===== src/rtl/seg7_pkg.sv =====
// Shared types and constants for the 3-digit multiplexed 7-segment driver.
package seg7_pkg;

    typedef enum logic [1:0] {
        IDLE    = 2'd0,
        CONVERT = 2'd1,
        COMMIT  = 2'd2
    } state_t;

    localparam int NUM_DIGITS = 3;
    localparam logic [3:0] BLANK_CODE = 4'hF;

    // Active-low one-hot anode patterns per scan index
    localparam logic [2:0] AN_ONES = 3'b110;
    localparam logic [2:0] AN_TENS = 3'b101;
    localparam logic [2:0] AN_HUND = 3'b011;
    localparam logic [2:0] AN_NONE = 3'b111;

    // Double-dabble correction: a nibble of 5 or more would overflow past 9 when doubled
    function automatic logic [3:0] dabble_adj(input logic [3:0] n);
        return (n >= 4'd5) ? n + 4'd3 : n;
    endfunction

endpackage


===== src/rtl/BCD_7Seg.sv =====
// BCD to 7-segment decoder, active-low segments ordered {a,b,c,d,e,f,g}.
// Codes above 9 (including the blank code 4'hF) turn every segment off.
module BCD_7Seg (
    input  logic [3:0] Binary_input,
    output logic [6:0] Seg_out
);

    always_comb begin
        Seg_out = 7'b1111111;
        case (Binary_input)
            4'd0: Seg_out = 7'b0000001;
            4'd1: Seg_out = 7'b1001111;
            4'd2: Seg_out = 7'b0010010;
            4'd3: Seg_out = 7'b0000110;
            4'd4: Seg_out = 7'b1001100;
            4'd5: Seg_out = 7'b0100100;
            4'd6: Seg_out = 7'b0100000;
            4'd7: Seg_out = 7'b0001111;
            4'd8: Seg_out = 7'b0000000;
            4'd9: Seg_out = 7'b0000100;
            default: Seg_out = 7'b1111111;
        endcase
    end

endmodule


===== src/rtl/seg7_scan_ctrl.sv =====
// Binary-to-BCD conversion (sequential double-dabble) feeding a 3-digit
// time-multiplexed common-anode display with optional leading-zero blanking.
module seg7_scan_ctrl
    import seg7_pkg::*;
#(
    parameter int REFRESH_DIV = 100000,
    parameter int BLANK_LEAD  = 1
) (
    input  logic       Clk,
    input  logic       Rst_n,
    input  logic [7:0] Value_in,
    input  logic       Load,
    output logic       Busy,
    output logic [6:0] Seg_out,
    output logic [2:0] An_out
);

    localparam int PW = $clog2(REFRESH_DIV);
    localparam logic [PW-1:0] PRESC_LAST = PW'(REFRESH_DIV - 1);
    localparam logic [1:0] IDX_LAST = 2'(NUM_DIGITS - 1);

    state_t      state;
    logic [7:0]  shift;
    logic [11:0] bcd;
    logic [2:0]  step;
    logic [3:0]  hund;
    logic [3:0]  tens;
    logic [3:0]  ones;

    logic [PW-1:0] presc;
    logic [1:0]    idx;

    logic [11:0] bcd_adj;
    logic [19:0] dd_next;
    logic        blank_en;
    logic        hund_blank;
    logic        tens_blank;
    logic [3:0]  nibble;

    assign Busy = (state != IDLE);

    assign bcd_adj = {dabble_adj(bcd[11:8]), dabble_adj(bcd[7:4]), dabble_adj(bcd[3:0])};
    assign dd_next = {bcd_adj, shift} << 1;

    always_ff @(posedge Clk or negedge Rst_n) begin
        if (!Rst_n) begin
            state <= IDLE;
            shift <= '0;
            bcd   <= '0;
            step  <= '0;
            hund  <= '0;
            tens  <= '0;
            ones  <= '0;
        end else begin
            case (state)
                IDLE: begin
                    if (Load) begin
                        shift <= Value_in;
                        bcd   <= '0;
                        step  <= '0;
                        state <= CONVERT;
                    end
                end
                CONVERT: begin
                    bcd   <= dd_next[19:8];
                    shift <= dd_next[7:0];
                    step  <= step + 3'd1;
                    if (step == 3'd7) begin
                        state <= COMMIT;
                    end
                end
                COMMIT: begin
                    hund  <= bcd[11:8];
                    tens  <= bcd[7:4];
                    ones  <= bcd[3:0];
                    state <= IDLE;
                end
                default: state <= IDLE;
            endcase
        end
    end

    // Scan timing runs free of the converter so the display never stalls
    always_ff @(posedge Clk or negedge Rst_n) begin
        if (!Rst_n) begin
            presc <= '0;
            idx   <= '0;
        end else begin
            if (presc == PRESC_LAST) begin
                presc <= '0;
            end else begin
                presc <= presc + 1'b1;
            end

            if (idx > IDX_LAST) begin
                idx <= '0;
            end else if (presc == PRESC_LAST) begin
                idx <= (idx == IDX_LAST) ? 2'd0 : idx + 2'd1;
            end
        end
    end

    assign blank_en   = (BLANK_LEAD != 0);
    assign hund_blank = blank_en && (hund == 4'd0);
    assign tens_blank = blank_en && (hund == 4'd0) && (tens == 4'd0);

    always_comb begin
        nibble = BLANK_CODE;
        An_out = AN_NONE;
        case (idx)
            2'd0: begin
                An_out = AN_ONES;
                nibble = ones;
            end
            2'd1: begin
                An_out = AN_TENS;
                nibble = tens_blank ? BLANK_CODE : tens;
            end
            2'd2: begin
                An_out = AN_HUND;
                nibble = hund_blank ? BLANK_CODE : hund;
            end
            default: begin
                An_out = AN_NONE;
                nibble = BLANK_CODE;
            end
        endcase
    end

    BCD_7Seg u_dec (
        .Binary_input (nibble),
        .Seg_out      (Seg_out)
    );

endmodule

===== config.mk =====
export PLATFORM = sky130hd
export DESIGN_NAME = seg7_scan_ctrl
export DESIGN_NICKNAME = d
export VERILOG_FILES = /design/src/rtl/seg7_pkg.sv /design/src/rtl/BCD_7Seg.sv /design/src/rtl/seg7_scan_ctrl.sv
export SDC_FILE = /design/constraint.sdc
export NUM_CORES = 1
export LEC_CHECK = 0
export BUFFER_PORTS_ARGS = -buffer_cell sky130_fd_sc_hd__buf_4
export CAP_MARGIN = 5
export CORE_ASPECT_RATIO = 1.4
export CORE_MARGIN = 1.5
export CORE_UTILIZATION = 52
export CTS_CLUSTER_DIAMETER = 40
export CTS_CLUSTER_SIZE = 12
export DETAILED_ROUTE_END_ITERATION = 6
export GPL_ROUTABILITY_DRIVEN = 1
export PLACE_DENSITY = 0.71
export SYNTH_ARGS = -nofsm -noshare
export SYNTH_HDL_FRONTEND = slang
export SYNTH_SLANG_ARGS = --single-unit
export TNS_END_PERCENT = 1

===== constraint.sdc =====
create_clock -name Clk -period 3.2 [get_ports Clk]
set_clock_uncertainty 0.1 [all_clocks]
set_input_delay 0.64 -clock Clk [delete_from_list [all_inputs] [get_ports Clk]]
set_output_delay 0.64 -clock Clk [all_outputs]
set_load 0.02 [all_outputs]

# Word-level counts from Yosys, hierarchy flattened
# Memory sizes are Yosys's and may differ from the RTL's.
# Index checks and enable logic that the tools add are counted.
[op_classes]
eq_ne = 8
muxes = 20
order_cmp = 4
n_addsub = 6
reduce_logical = 10
[ops]
columns = ["cell", "count"]
rows = [
  ["$pmux W12 S2", 1],
  ["$add A17 B1 Y17 const B", 1],
  ["$eq A17 B17 Y1 const B", 1],
  ["$mux W17", 1],
  ["$mux W4", 4],
  ["$pmux W8 S2", 1],
  ["$ge A4 B3 Y1 const B", 3],
  ["$mux W12", 1],
  ["$pmux W4 S3", 1],
  ["$mux W2", 5],
  ["$pmux W3 S3", 1],
  ["$add A4 B2 Y4 const B", 2],
  ["$logic_not A4 Y1", 2],
  ["$mux W8", 1],
  ["$mux W3", 2],
  ["$pmux W3 S2", 1],
  ["$reduce_bool A2 Y1", 3],
  ["$eq A2 B1 Y1 const B", 2],
  ["$eq A2 B2 Y1 const B", 2],
  ["$logic_not A2 Y1", 2],
  ["$ne A2 B2 Y1 const B", 2],
  ["$pmux W2 S2", 1],
  ["$reduce_and A2 Y1", 2],
  ["$add A3 B1 Y3 const B", 1],
  ["other kinds (5)", 5],
]
[totals]
input_bits = 11
elab_cells = 58
n_memories = 1
reg_bits = 56
rom_bits = 112
out_inout_bits = 11
[memory_table]
columns = ["memory", "depth", "width", "read_ports", "rd_ports_with_merged_regs", "wr", "line_no", "rtl"]
rows = [
  ["(no name shown)", 16, 7, 1, 0, 0, "BCD_7Seg.sv:10", "case (Binary_input)"],
]

# Logic depth before layout (Yosys ltp)
# An unclocked memory read counts as a cell.
[logic_depth]
word_depth = 5
mapped_depth = 8
ltp_nobuf = 8

# Modules after synthesis
# From an unflattened synthesis, not the netlist that was laid out.
[hier_totals]
cells_unflattened = 294
hier_area_um2 = 2972.9
[modules_own_cells]
columns = ["mod", "seq_area_each_um2", "area_per_inst_um2", "instances", "cells_per_inst"]
rows = [
  ["seg7_scan_ctrl", 1401.3, 2758.9, 1, 262],
  ["BCD_7Seg", 0.0, 214.0, 1, 32],
]

# Worst setup path after synthesis
# No wires, ideal clock.
[synth_timing]
path_type = "reg2out"
start = "register idx[1]"
end = "output port Seg_out[1]"
n_path_buf = 0
arrival_ns = 2.284
stages_incl_launch_ff = 8
path_slack_ns = 0.176
required_ns = 2.460
cell_sequence = "dfrtp_1 and2b_2 clkinv_1 a22oi_2 inv_1 ha_1 or2_0 a31oi_1"
[synth_between]
elab_chain_cells = 3
elab_cells_between_ends = 5
classes_between = "eq/ne (2); mux (1); reduce/logical (1); memory (1)"
[synth_rtl]
columns = ["item", "line_no", "rtl"]
rows = [
  ["start: declaration", "seg7_scan_ctrl.sv:31", "logic [1:0] idx;"],
  ["start signal: assignment", "seg7_scan_ctrl.sv:98", "idx <= (idx == IDX_LAST) ? 2'd0 : idx + 2'd1;"],
  ["$eq A2 B2 Y1, or another cell as far along", "seg7_scan_ctrl.sv:110", "case (idx)"],
  ["$pmux W4 S3 *", "seg7_scan_ctrl.sv:110", ""],
  ["$mem_v2 Z16 W7 *", "-", ""],
  ["end: declaration", "seg7_scan_ctrl.sv:14", "output logic [6:0] Seg_out,"],
]
# Every way passes the cells marked *; elsewhere a longest branch is shown, timed or not.

# Worst setup path after layout
[layout_timing]
start = "register hund[0]"
end = "output port Seg_out[2]"
[layout_between]
elab_chain_cells = 5
elab_cells_between_ends = 6
classes_between = "mux (3); reduce/logical (2); memory (1)"
[layout_rtl]
columns = ["item", "line_no", "rtl"]
rows = [
  ["start: declaration", "seg7_scan_ctrl.sv:26", "logic [3:0] hund;"],
  ["start signal: assignment", "seg7_scan_ctrl.sv:73", "hund <= bcd[11:8];"],
  ["$logic_not A4 Y1", "seg7_scan_ctrl.sv:104, seg7_scan_ctrl.sv:105", ""],
  ["$logic_and A1 B1 Y1", "seg7_scan_ctrl.sv:105", "assign tens_blank = blank_en && (hund == 4'd0) && (tens == 4'd0);"],
  ["$mux W4", "seg7_scan_ctrl.sv:117", "nibble = tens_blank ? BLANK_CODE : tens;"],
  ["$pmux W4 S3 *", "seg7_scan_ctrl.sv:110", ""],
  ["$mem_v2 Z16 W7 *", "-", ""],
]
# Marks and branches as above.

==> results by group <==
Outcome
  • Status: finished, final reports clean

Yosys
  • Syn. warnings: 0
  • Number of synthesized register bits: 56
  • Netlist cell types: 41
  • Syn Inst Count: 288
  • Avg Inst Size Synth: 10.11 um2
  • Cell area after synthesis: 2913 um2
  • Async S/R FF share, synth: 1.000
  • Post-synth EDFFs: 0
  • Post-synth top flop: dfrtp_1
  • Sequential area share after synthesis: 0.4811
  • Syn Nets: 314

Clocking
  • Post-CTS Hold Buffers: 0
  • Clock Sink Count: 56
  • Clock Latency Late Sink: 0.31 ns
  • Clock Tree Root: clkbuf_8
  • TritonCTS clock tree: built
  • H-tree depth: 2
  • Reg clk slew, reported paths: 0.10 ns
  • CTS Buffer Depth: 2
  • Cts bufs inserted: 5

Cells and area
  • Final core occ: 0.6068
  • Final instance area: 3304 um2
  • Most frequent cells in the layout: 54 x dfrtp_1, 30 x buf_4, 28 x nand2_1, 23 x nor2_1, 23 x o21ai_0
  • Layout area overhead: 13.45%
  • Share of layout cells above drive strength 1: 0.2032
  • Diode count: 0
  • Filler cells: 513
  • Post-route insts no fill: 383
  • Layout Nets: 340
  • Most common cell after layout, fill and taps aside: dfrtp_1

Place
  • Post-DP HPWL: 3569 um
  • Cell Area, Placed: 3134 um2
  • Placed Cells: 370
  • Port bufs: 21
  • Final Wtd Congestion: 0.7647

Critical path
  • Setup crit end: Seg_out[2]
  • CP Data Arrival Time: 2.34 ns
  • CP max FO: 6
  • RR Startpoint: presc[0]
  • Worst-path cell chain: nor4_2 > nand2_1 > a22o_2 > ha_1 > mux2_2 > a22oi_1 > buf_4
  • R2r endpoint: presc[16]
  • Register-to-Register Path Depth: 5
  • Slowest cell on crit path: dfrtp_1
  • Startpoint Class: flip-flop
  • Critical Path Source: hund[0]
  • Worst setup EP type: output port
  • Reg2reg setup slack: 1.39 ns
  • Crit Path Class: flip-flop to output port
  • Critical path required time: 2.46 ns
  • CP max stage delay: 0.45 ns

Route
  • DR vias: 2,107
  • Post-DR wirelength/cell: 13.35 um
  • First-pass DRT Iterations: 4
  • Initial DRC Count: 121
  • Residual DRC count: 0
  • Post-route ant nets: 0
  • WL final: 5114 um
  • Routed vias/inst: 5.501

Global routing
  • Global-route wire length before repair: 9363 um
  • GR Overflow Total: 0
  • Largest net degree at the start of global routing: 57
  • Initial antenna violation count: 0
  • GR Util All Layers: 0.1934
  • Vias in the first global route: 2,092

Timing
  • Final Hold Viols: 0
  • Slew HR: 0.5421
  • Worst-margin pin slew: 0.6868 ns
  • Final Slew Violations: 0
  • Part of the cycle the worst path needs: 0.9630
  • Final Critical Period: 3.082 ns
  • Fmax: 324.5 MHz
  • Final Setup Violations: 0

Power and ir drop
  • IR drop worst, VDD: 0.4773 mV
  • Pwr dens: 800.4 nW/um2
  • Lkg Pwr: 1.543 nW

Floorplan
  • Die area: 6066 um2
  • Io pins: 22
  • Cell Rows: 32
  • Die width: 66.26 um
  • Die span in y: 91.56 um
  • Initial Utilization: 0.5349
  • Core box area: 5445 um2

Worst hold path
  • Hold crit path type: primary input to asynchronous set/reset pin

Job
  • Max Cap Violations: 0
-- area by class of cell --
cell class | instances | area (um2) | area share
clock buffers | 5 | 68.82 | 0.02083
inverters | 11 | 45.04 | 0.01363
flip-flops and latches | 56 | 1404 | 0.4248
clock inverters | 3 | 42.54 | 0.01287
multi-input cells | 210 | 1434 | 0.4339
repair buffers | 30 | 225.2 | 0.06816
well taps | 68 | 85.08 | 0.02575
-- metrics by stage --
| stage | power [W] | hold slack, ns | TNS (ns) | setup slack (ns) |
|---|---|---|---|---|
| 2_1_floorplan | 0.001835 | 0.2444 | 0 | 0.1757 |
| 3_3_place_gp | 0.002129 | 0.3715 | 0 | 0.2980 |
| 3_5_place_dp | 0.002155 | 0.3758 | 0 | 0.2243 |
| 4_1_cts | 0.002625 | 0.2872 | 0 | 0.02260 |
| 5_1_grt | 0.002865 | 0.3191 | -0.05045 | -0.03104 |
| 6_report | 0.002645 | 0.2564 | 0 | 0.1183 |
-- synth_stat cells, types with 9 or more instances --
cell type | count | share of area
inv_1 | 10 | 0.013
nor2_1 | 23 | 0.030
mux2_2 | 13 | 0.050
nor3_1 | 9 | 0.015
dfrtp_1 | 56 | 0.48
ha_1 | 15 | 0.064
nand2_1 | 28 | 0.036
o21ai_0 | 23 | 0.040
a21oi_1 | 10 | 0.017
xnor2_1 | 12 | 0.036
-- registers in the layout, indices dropped and copies added, names as in the netlist --
name	flops
bcd	12
step	3
hund	4
presc	17
state	2
ones	4
idx	2
shift	8
tens	4
-- how the worst min path moves through the flow --
stage | start | to | slack [ns] | cells after the start
after CTS | Rst_n | presc[12] | 0.29 | 1
after floorplan | Rst_n | bcd[0] | 0.24 | 0
after detailed placement | shift[7] | shift[7] | 0.38 | 2
after global placement | shift[7] | shift[7] | 0.37 | 2
final | Rst_n | presc[12] | 0.26 | 1
after global routing | Rst_n | presc[14] | 0.32 | 1
-- metal layers --
layer | part of all wire | up-vias | global-route usage
met4 | 0.017 | 0 | 0.07313
met3 | 0.027 | 8 | 0.03717
met5 | 0 | - | 0
li1 | - | 1059 | -
met1 | 0.44 | 1016 | 0.2516
met2 | 0.51 | 24 | 0.3150
-- critical path: cells and delay by family, from the launching register on --
| kind | cells | cell delay [ns] |
|---|---|---|
| compound gates | 2 | 0.45 |
| flops | 1 | 0.45 |
| fa+ha+maj | 1 | 0.21 |
| buf+inv | 1 | 0.17 |
| mux | 1 | 0.27 |
| simple gates | 2 | 0.50 |
-- power by group --
part           total (W)  switching, W  internal [W]  leakage [nW]
registers        0.00105      0.000172      0.000878         0.737
logic            0.00114      0.000612      0.000526         0.752
clock network   0.000457      0.000225      0.000232        0.0541
-- repair_timing --
item                                    in CTS  in global routing
pin swaps                                    1                  1
gates resized for setup                      0                  6
buffers inserted                             1                  4
endpoints found under the setup margin       1                  7
-- cell families after synthesis --
family,synth area share
simple gates,0.1731
compound gates,0.1289
flops,0.4811
buf+inv,0.03179
xor+xnor,0.06014
mux,0.06057
fa+ha+maj,0.06443
(Power assumes the default switching activity.)
